[config.mk]
export PLATFORM = sky130hd
export DESIGN_NAME = axis_threshold_sequencer
export DESIGN_NICKNAME = d
export VERILOG_FILES = /design/src/rtl/axis_threshold_sequencer.sv
export SDC_FILE = /design/constraint.sdc
export NUM_CORES = 1
export LEC_CHECK = 0
export BUFFER_PORTS_ARGS = -buffer_cell sky130_fd_sc_hd__buf_2
export CAP_MARGIN = 20
export CELL_PAD_IN_SITES_DETAIL_PLACEMENT = 1
export CELL_PAD_IN_SITES_GLOBAL_PLACEMENT = 1
export CORE_MARGIN = 1.5
export CORE_UTILIZATION = 29
export CTS_CLUSTER_DIAMETER = 30
export DETAILED_ROUTE_END_ITERATION = 10
export PLACE_DENSITY_LB_ADDON = 0.1
export SLEW_MARGIN = 20
export SYNTH_ARGS = -nofsm -noshare
export SYNTH_HDL_FRONTEND = slang
export SYNTH_SLANG_ARGS = --single-unit
[constraint.sdc]
create_clock -name aclk -period 2.95 [get_ports aclk]
set_input_delay 0.885 -clock aclk [delete_from_list [all_inputs] [get_ports aclk]]
set_output_delay 0.885 -clock aclk [all_outputs]
set_load 0.05 [all_outputs]
[src/rtl/axis_threshold_sequencer.sv]
// axis_threshold_sequencer
//   Sequences the comparator threshold word on an AXI-Stream master port:
//   idle level -> active level for cfg_hold cycles on a trig_in rising edge ->
//   idle level plus a cfg_holdoff dead time, then back to idle.
//   Optional: define AXIS_THRESHOLD_SEQ_RETRIG_EN so that a trigger arriving
//   while ACTIVE restarts the hold count.
module axis_threshold_sequencer #(
  parameter int AXIS_TDATA_WIDTH = 32,
  parameter int CNTR_WIDTH       = 32
) (
  input  logic                        aclk,
  input  logic                        areset,
  input  logic [AXIS_TDATA_WIDTH-1:0] cfg_level_idle,
  input  logic [AXIS_TDATA_WIDTH-1:0] cfg_level_active,
  input  logic [CNTR_WIDTH-1:0]       cfg_hold,
  input  logic [CNTR_WIDTH-1:0]       cfg_holdoff,
  input  logic                        trig_in,
  output logic                        state_data,
  output logic                        busy,
  output logic [AXIS_TDATA_WIDTH-1:0] m_axis_tdata,
  output logic                        m_axis_tvalid,
  input  logic                        m_axis_tready
);

  localparam logic [1:0] ST_IDLE    = 2'd0;
  localparam logic [1:0] ST_ACTIVE  = 2'd1;
  localparam logic [1:0] ST_HOLDOFF = 2'd2;

  localparam logic [CNTR_WIDTH-1:0] CNT_ONE = CNTR_WIDTH'(1);

  logic [1:0]                  state, state_nxt;
  logic [CNTR_WIDTH-1:0]       cnt, cnt_nxt;
  logic                        trig_q;
  logic                        trig_rise;
  logic                        pub_idle;
  logic                        sd_nxt;
  logic                        data_chg;
  logic [AXIS_TDATA_WIDTH-1:0] data_nxt;
  logic [CNTR_WIDTH-1:0]       hold_load;

  assign trig_rise = trig_in & ~trig_q;
  assign busy      = (state != ST_IDLE);
  // A zero hold still yields one ACTIVE cycle.
  assign hold_load = (cfg_hold == '0) ? '0 : cfg_hold - CNT_ONE;

  // Next-state, counter and threshold-word selection
  always_comb begin
    state_nxt = state;
    cnt_nxt   = cnt;
    sd_nxt    = state_data;
    data_chg  = 1'b0;
    data_nxt  = m_axis_tdata;
    // Post-reset idle publish; a same-cycle trigger below overrides it.
    if (pub_idle) begin
      data_chg = 1'b1;
      data_nxt = cfg_level_idle;
    end
    case (state)
      ST_IDLE: begin
        if (trig_rise) begin
          state_nxt = ST_ACTIVE;
          cnt_nxt   = hold_load;
          sd_nxt    = 1'b1;
          data_chg  = 1'b1;
          data_nxt  = cfg_level_active;
        end
      end
      ST_ACTIVE: begin
        // Exit takes priority over a coincident trigger.
        if (cnt == '0) begin
          sd_nxt   = 1'b0;
          data_chg = 1'b1;
          data_nxt = cfg_level_idle;
          if (cfg_holdoff != '0) begin
            state_nxt = ST_HOLDOFF;
            cnt_nxt   = cfg_holdoff - CNT_ONE;
          end else begin
            state_nxt = ST_IDLE;
            cnt_nxt   = '0;
          end
        end
`ifdef AXIS_THRESHOLD_SEQ_RETRIG_EN
        else if (trig_rise) begin
          cnt_nxt = hold_load;
        end
`endif
        else begin
          cnt_nxt = cnt - CNT_ONE;
        end
      end
      ST_HOLDOFF: begin
        if (cnt == '0) begin
          state_nxt = ST_IDLE;
        end else begin
          cnt_nxt = cnt - CNT_ONE;
        end
      end
      default: begin
        state_nxt = ST_IDLE;
        cnt_nxt   = '0;
        sd_nxt    = 1'b0;
      end
    endcase
  end

  // State, counter, edge detect and stream registers
  always_ff @(posedge aclk) begin
    if (areset) begin
      state         <= ST_IDLE;
      cnt           <= '0;
      trig_q        <= 1'b0;
      pub_idle      <= 1'b1;
      state_data    <= 1'b0;
      m_axis_tdata  <= '1;
      m_axis_tvalid <= 1'b0;
    end else begin
      state      <= state_nxt;
      cnt        <= cnt_nxt;
      trig_q     <= trig_in;
      pub_idle   <= 1'b0;
      state_data <= sd_nxt;
      if (data_chg) begin
        m_axis_tdata  <= data_nxt;
        m_axis_tvalid <= 1'b1;
      end else if (m_axis_tvalid && m_axis_tready) begin
        m_axis_tvalid <= 1'b0;
      end
    end
  end

endmodule
==> results of run 1 <==
[flip-flops by register name, indices dropped and copies added, names as in the netlist]
name,flops
pub_idle,1
m_axis_tdata,32
trig_q,1
state_data,1
cnt,32
state,2
m_axis_tvalid,1
[metrics by stage]
step	worst slack [ns]	area [µm²]	hold slack (ns)	std cells	total power, mW
6_report	0.0132	7160	0.444	1086	3.57
5_1_grt	-0.0251	7160	0.462	1086	3.74
4_1_cts	0.00846	6930	0.449	1076	3.55
3_5_place_dp	-0.456	6590	0.437	1061	2.29
3_3_place_gp	-0.415	6590	0.427	1061	2.26
2_1_floorplan	-0.102	4930	0.426	623	1.84
[critical path: cells and delay by family]
family,cells,cell delay [ns]
AOI/OAI and AO/OA,4,0.54
buffers and inverters,3,0.41
and+or+nand+nor,3,1.31
[final cells by class]
cell class	instances	area share, %
Timing Repair Buffer	263	23.6
Clock inverter	4	1.33
Clock buffer	11	3.39
Inverter	15	0.787
Tap cell	220	3.85
Sequential cell	70	19.6
Multi-Input combinational cell	503	47.4
[cell usage in the layout, fill, tap and decap left out, types with 4 or more instances in the layout]
cell type,Yosys,routed
o41ai_1,4,4
nand2_1,35,35
nor4_1,30,28
buf_4,0,88
a211oi_2,4,5
clkbuf_16,0,13
o32ai_1,7,7
nand3_1,5,5
a21o_1,34,33
a221o_1,32,32
nor2_1,64,61
dfxtp_1,70,70
nand4_1,6,6
a21oi_2,1,5
nor3_2,5,5
buf_12,0,5
nand3b_1,6,6
xnor2_1,45,45
nand2b_1,8,8
xor2_1,16,16
o21ai_1,11,13
buf_2,10,166
o22ai_1,22,18
o22ai_2,0,4
a21oi_1,38,35
o21ai_0,25,23
or4_1,11,11
or2_2,6,6
nor3_1,38,38
inv_1,15,15
ha_1,4,4
or3_1,12,11
[metal layers]
layer / vias up / part of all wire (%) / global-route usage, %
met5: - / 0 / 0
met4: 0 / 1.9 / 6.76
met3: 22 / 5.5 / 2.59
met2: 194 / 45 / 34.4
met1: 2728 / 48 / 28.2
li1: 2835 / - / -
[timing repair]
action,CTS,global route
buffers inserted,0,5
cloned,0,5
pin swaps,0,7
setup endpoints to repair,15,32
resized for setup,1,11
[kinds of logic after synthesis]
logic type,count (synthesis),synth area share [%]
fa+ha+maj,4,1.02
buf+inv,51,4.61
xor+xnor,61,10.9
flops,70,28.5
simple gates,246,27.4
compound gates,191,27.7
[worst paths after layout]
| check | startpoint | to | slack, ns | cells after the start |
|---|---|---|---|---|
| hold reg to reg | m_axis_tdata[25] | m_axis_tdata[25] | 0.44 | 1 |
| hold / removal | m_axis_tdata[25] | m_axis_tdata[25] | 0.44 | 1 |
| setup reg to reg | cnt[0] | cnt[30] | 0.17 | 10 |
| setup / recovery | cfg_hold[14] | cnt[9] | 0.01 | 10 |
[where the power goes]
part | switching (mW) | internal [mW] | total, mW
logic | 0.709 | 0.475 | 1.18
clock network | 0.406 | 0.843 | 1.25
registers | 0.0900 | 1.05 | 1.14
total | 1.20 | 2.37 | 3.57
==> results.md, run 1 <==
- Count leader, synth: dfxtp_1
- Warnings from Yosys: 0
- Full die area: about 18000 µm²
- Wire per inst: 17.5 µm
- First-pass GRT wire length: slightly below 30000 µm
- Vias in the first global route: 5712
- Post-DP HPWL: roughly 15000 µm
- IO Pins: 167
- Nets: 998
- WP data required: ~3.2 ns
- Core area: 16600 µm²
- Setup CP Type: primary input to flop
- Power Dens Cells: 499 nW/µm²
- Clock Path Buffers: 2
- Final core utilization: 43.1%
- Die Span X: between 100 and 150 µm
- Synthesized Nets: between 700 and 800
- Global route overflow: 0
- Die height: around 130 µm
- Fmax: 341 MHz
- Worst VDD drop: 0.000190 V
- Leak pwr: just under 3 nW
- Largest net degree at the start of global routing: 41
- Setup crit start kind: primary input
- Critical Path Max Stage Delay: between 0.5 and 0.6 ns
- TritonCTS Buffers: 9
- Multi-input logic area: 3390 µm²
- Residual DRC: 0
- Setup Skew: 0.0117 ns
- HP Class: flop to flop
- Seq/Total Area, Yosys: between 20 and 30%
- Total GRT Usage: about a fifth
- Seq cells post-synth: 70
- Starting Density: 29.7%
- Starting DRT DRC Count: 196
- Hold buffer count at cts: 0
- Final Hold Fails: 0
- Drt total wl: about 19000 µm
- Initial antenna violation count: 0
- Vias/cell: 5.32
- FP Rows: 47
- Number of fill cells: 2068
- Final Cycle Share: between 90% and 100%
- Worst-Margin Slew: 0.717 ns
- Status: complete, no violations
- Critical Path Sink Type: flop
- Top cells by count, synth: dfxtp_1, nor2_1, xnor2_1
- EDFF count, synth: 0
- ANT nets after route: 0
- Synth Flop Type: dfxtp_1
- Synth unique cells: 54
- Mapped Cells: 623
- Storage element area: 1400 µm²
- Area growth syn-to-layout: 45.5%
- Setup TNS: 0 ns
- Synth async-reset ratio: 0%
- Final setup viols: 0
- Max-slew violations: 0
- CP Max Fanout: 8
- Top-area cell type share of the netlist area: between 20 and 30%
- I/O Buffers: around 170
- Critical path's slowest cell: or4_4
- Synthesized cell area: 4920 µm²
- Share of post-route cells with drive strength above 1: 37.0%
- DR pass1 iterations: 4
- Tmin final: 2.94 ns
- CTS root buffer: clkbuf_16
- Placer Congestion: a little under 0.9
- Arrival time of the worst setup path: 3.16 ns
- Clock transition at path regs: ~0.060 ns
- Unrepaired setup endpoints after global routing: yes
- Clk_lat worst skew: 0.34 ns
- Max Cap Violations: 0
- CTS sink cnt: 70
- Main area contributors after synthesis: dfxtp_1, xnor2_1, a221o_1
- Vias: ~5.8k
- H-tree depth: 3
- CTS tree: built
- Syn avg cell area: 7.89 µm²
- Slew margin rel.: 51.7%
- N_diodes: 0
- Cell Chain, Critical Path: buf_2 -> or4_4 -> or4b_4 -> or2_4 -> o31ai_4 -> buf_12 -> clkbuf_16 -> o22ai_2 -> a31oi_1 -> o21ai_1
- Yosys top cell by area: dfxtp_1
(Power assumes the default switching activity.)
==> inputs of run 2 (changes only) <==
--- a/config.mk
+++ b/config.mk
@@ -5,6 +5,7 @@
 export SDC_FILE = /design/constraint.sdc
 export NUM_CORES = 1
 export LEC_CHECK = 0
+export ABC_AREA = 1
 export BUFFER_PORTS_ARGS = -buffer_cell sky130_fd_sc_hd__buf_2
 export CAP_MARGIN = 20
 export CELL_PAD_IN_SITES_DETAIL_PLACEMENT = 1
@@ -14,6 +15,7 @@
 export CTS_CLUSTER_DIAMETER = 30
 export DETAILED_ROUTE_END_ITERATION = 10
 export PLACE_DENSITY_LB_ADDON = 0.1
+export SKIP_LAST_GASP = 1
 export SLEW_MARGIN = 20
 export SYNTH_ARGS = -nofsm -noshare
 export SYNTH_HDL_FRONTEND = slang
==> run 2 against run 1 <==
Hold slack gained 0.025 ns. Largest power group is now combinational logic. Sequential power about the same. First-iteration DRC count grew 80%. Register-to-register slack improved by 0.39 ns. Sequential cell count did not move. Synthesized cell count up 74%. Cell count increased by 41%. Via count is 30% higher. Critical path depth grew 1. Synthesized area increased by 27%. Power increased by 0.91%. Highest routed layer unchanged. Clock power shrank 6%.
==> results.md, run 2 <==
- Synth async-reset ratio: 0% (unchanged)
- R2r endpoint: cnt[20]
- Critical Path Sink Type: flop
- Global route overflow: 0 (unchanged)
- Die height: 150 µm (+12%)
- WP data required: 3.17 ns (about the same)
- Syn avg cell area: 5.77 µm² (-27%)
- Yosys top cell by area: dfxtp_1
- Worst VDD drop: 0.000228 V (+20%)
- Mapped Cells: 1081 (+74%)
- Leading cell types in the layout, fill and taps excluded: nand2_1, nor2_1, buf_2
- Final Cycle Share: 84.2% (-15 points)
- Synthesized cell area: 6240 µm² (+27%)
- Clk pwr share: 32.6% (-2.4 points)
- Max-slew violations: 0 (unchanged)
- Reg-to-reg slack, setup: 0.56 ns (+0.39 ns)
- I/O Buffers: 166 (unchanged)
- Clock transition at path regs: 0.07 ns (about the same)
- Residual DRC: 0 (unchanged)
- Final Hold Fails: 0 (unchanged)
- Internal power: 2.15 mW (-9.4%)
- Core area: 21100 µm² (+27%)
- Drt total wl: 26400 µm (+38%)
- Vias/cell: 4.90 (-8.0%)
- Synthesized Nets: 1217 (+60%)
- M3 GR Usage: 2.47% (-0.12 points)
- Share of post-route cells with drive strength above 1: 18.7% (-18 points)
- Most common cell after layout, fill and taps aside: nand2_1
- Placed instance area: 7460 µm² (+13%)
- H-tree depth: 3 (unchanged)
- Setup CP Type: primary input to flop
- Clk_lat worst skew: 0.35 ns (about the same)
- CTS root buffer: clkbuf_16
- Largest net degree at the start of global routing: 34 (-17%)
- Top-area cell type share of the netlist area: 22.5% (-6.0 points)
- Post-DP HPWL: 21200 µm (+45%)
- Post-Place Setup Slack: -0.185 ns (+0.271 ns)
- Starting Density: 29.6% (-0.056 points)
- Area growth syn-to-layout: 24.6%
- Post-CTS setup buffer count: 0 (unchanged)
- CTS sink cnt: 70 (unchanged)
- Count leader, synth: nand2_1
- Seq pwr share: 31.3% (-0.6 points)
- Hold depth: 2 (+1)
- Unrepaired setup endpoints after global routing: no
- CP Max Fanout: 6 (-2)
- Setup Skew: 0.0117 ns (-0.0000188 ns)
- Vias: 7485 (+30%)
- Initial antenna violation count: 0 (unchanged)
- Synth Flop Type: dfxtp_1
- Leak pwr: 3.57 nW (+23%)
- Clock Path Buffers: 2 (unchanged)
- Wire per inst: 17.2 µm (-1.7%)
- Sw Ratio: 40.5% (+6.8 points)
- Reg2Reg Depth: 12 (+2)
- Full die area: 22400 µm² (+26%)
- Top Usage Layer GRT: met2
- Setup crit start kind: primary input
- Starting DRT DRC Count: 353 (+80%)
- TritonCTS Buffers: 9 (unchanged)
- Nets: 1385 (+39%)
- Top cells by count, synth: nand2_1, nor2_1, inv_1
- Vias in the first global route: 7609 (+33%)
- Max Cap Violations: 0 (unchanged)
- Final setup viols: 0 (unchanged)
- Fmax: 402 MHz (+18%)
- Main area contributors after synthesis: dfxtp_1, nand2_1, nor2_1
- FP Rows: 53 (+13%)
- GR Util met2: 39.0% (+4.6 points)
- PnR worst setup slack: 0.465 ns (+0.452 ns)
- Worst-Margin Slew: 0.650 ns (-0.0669 ns)
- Seq cells post-synth: 70 (unchanged)
- Biggest regs: cnt (32), m_axis_tdata (32), state (2)
- CTS tree: built
- DR pass1 iterations: 5 (+1)
- Tmin final: 2.48 ns (-0.452 ns)
- Hold path startpoint: cnt[0]
- First-pass GRT wire length: 41500 µm (+40%)
- N_diodes: 0 (unchanged)
- Warnings from Yosys: 0 (unchanged)
- IO Pins: 167 (unchanged)
- Seq/Total Area, Yosys: 22.5% (-6.0 points)
- Design area: 7780 µm² (+8.7%)
- Power Dens Cells: 463 nW/µm² (-7.2%)
- Arrival time of the worst setup path: 2.70 ns (-0.46 ns)
- HP Class: flop to flop
- Placer Congestion: 0.855 (-1.9%)
- Worst R2R Start: cnt[0]
- Total GRT Usage: 23.8% (+3.0 points)
- Die Span X: 150 µm (+12%)
- Combinational group share of total power: 36.2% (+3.1 points)
- EDFF count, synth: 0 (unchanged)
- NetSw: 1.46 mW (+21%)
- Status: complete, no violations
- Slew margin rel.: 56.6% (+4.9 points)
- Synth unique cells: 36 (-33%)
- Hold Crit Endpoint: cnt[0]
- ANT nets after route: 0 (unchanged)
- Global Route met1 Usage: 32.8% (+4.6 points)
-- run 2: per-stage QoR --
step           power, mW  TNS (ns)  hold WS, ns  instances  utilization (%)
2_1_floorplan       2.01         0        0.444       1081                -
3_3_place_gp        2.43    -0.785        0.461       1513             35.4
3_5_place_dp        2.45     -1.79        0.464       1513             35.4
4_1_cts             3.64         0        0.474       1529             36.9
5_1_grt             3.83         0        0.506       1529             36.9
6_report            3.60         0        0.469       1529             36.9
-- run 2: power by group through the flow --
stage / Combinational [mW] / Sequential [mW] / Clock [mW]
2_1_floorplan: 0.719 / 1.30 / 0
3_3_place_gp: 1.29 / 1.14 / 0
3_5_place_dp: 1.30 / 1.15 / 0
4_1_cts: 1.31 / 1.13 / 1.20
5_1_grt: 1.45 / 1.14 / 1.24
6_report: 1.30 / 1.13 / 1.17
-- run 2: worst max-delay path, cell delays in order --
cell     delay (ns)
buf_2          0.12
nor2_1         0.30
nand2_1        0.24
nor2_1         0.44
nand3_1        0.16
o21ai_0        0.20
nand2_1        0.07
nand2_1        0.08
nand3_1        0.08
nand2_1        0.07
a21oi_1        0.06
-- run 2: cells by family (layout without fill, tap and decap cells) --
group	after synthesis	in the layout	share of synthesized area, %
AO/OA/AOI/OAI	111	111	12.3
XOR/XNOR	54	54	7.58
adder cells (fa/ha/maj)	4	4	0.802
buffers and inverters	120	293	7.94
flip-flops	70	70	22.5
multiplexers	16	16	2.57
AND/OR/NAND/NOR	706	706	46.4
-- run 2: cell type report --
type	instances	area (µm²)
fillers	2923	13300
multi-input cells	891	4350
flip-flops and latches	70	1400
repair buffers	192	1050
well taps	275	344
inverters	85	319
clock buffers	10	239
clock inverters	6	71.3
-- run 2: worst max path at each step --
stage | depth (start not counted) | endpoint | from
global route | 11 | cnt[30] | cfg_holdoff[3]
floorplan | 12 | cnt[7] | cfg_hold[0]
CTS | 13 | cnt[4] | cfg_hold[0]
finish | 11 | cnt[30] | cfg_holdoff[3]
detailed placement | 13 | cnt[4] | cfg_hold[0]
global placement | 13 | cnt[4] | cfg_hold[0]
-- run 2: layer usage --
layer | routed length, µm | vias up
met3 | 1090 | 23
met5 | 0 | -
met2 | 12200 | 168
li1 | - | 3829
met4 | 571 | 0
met1 | 12500 | 3465
-- run 2: what timing repair did --
action | 4_1_cts | 5_1_grt
endpoints found under the setup margin | 0 | 2
hold endpoints to repair | 0 | 0
hold buffers | 0 | 0
gates resized for setup | 0 | 1
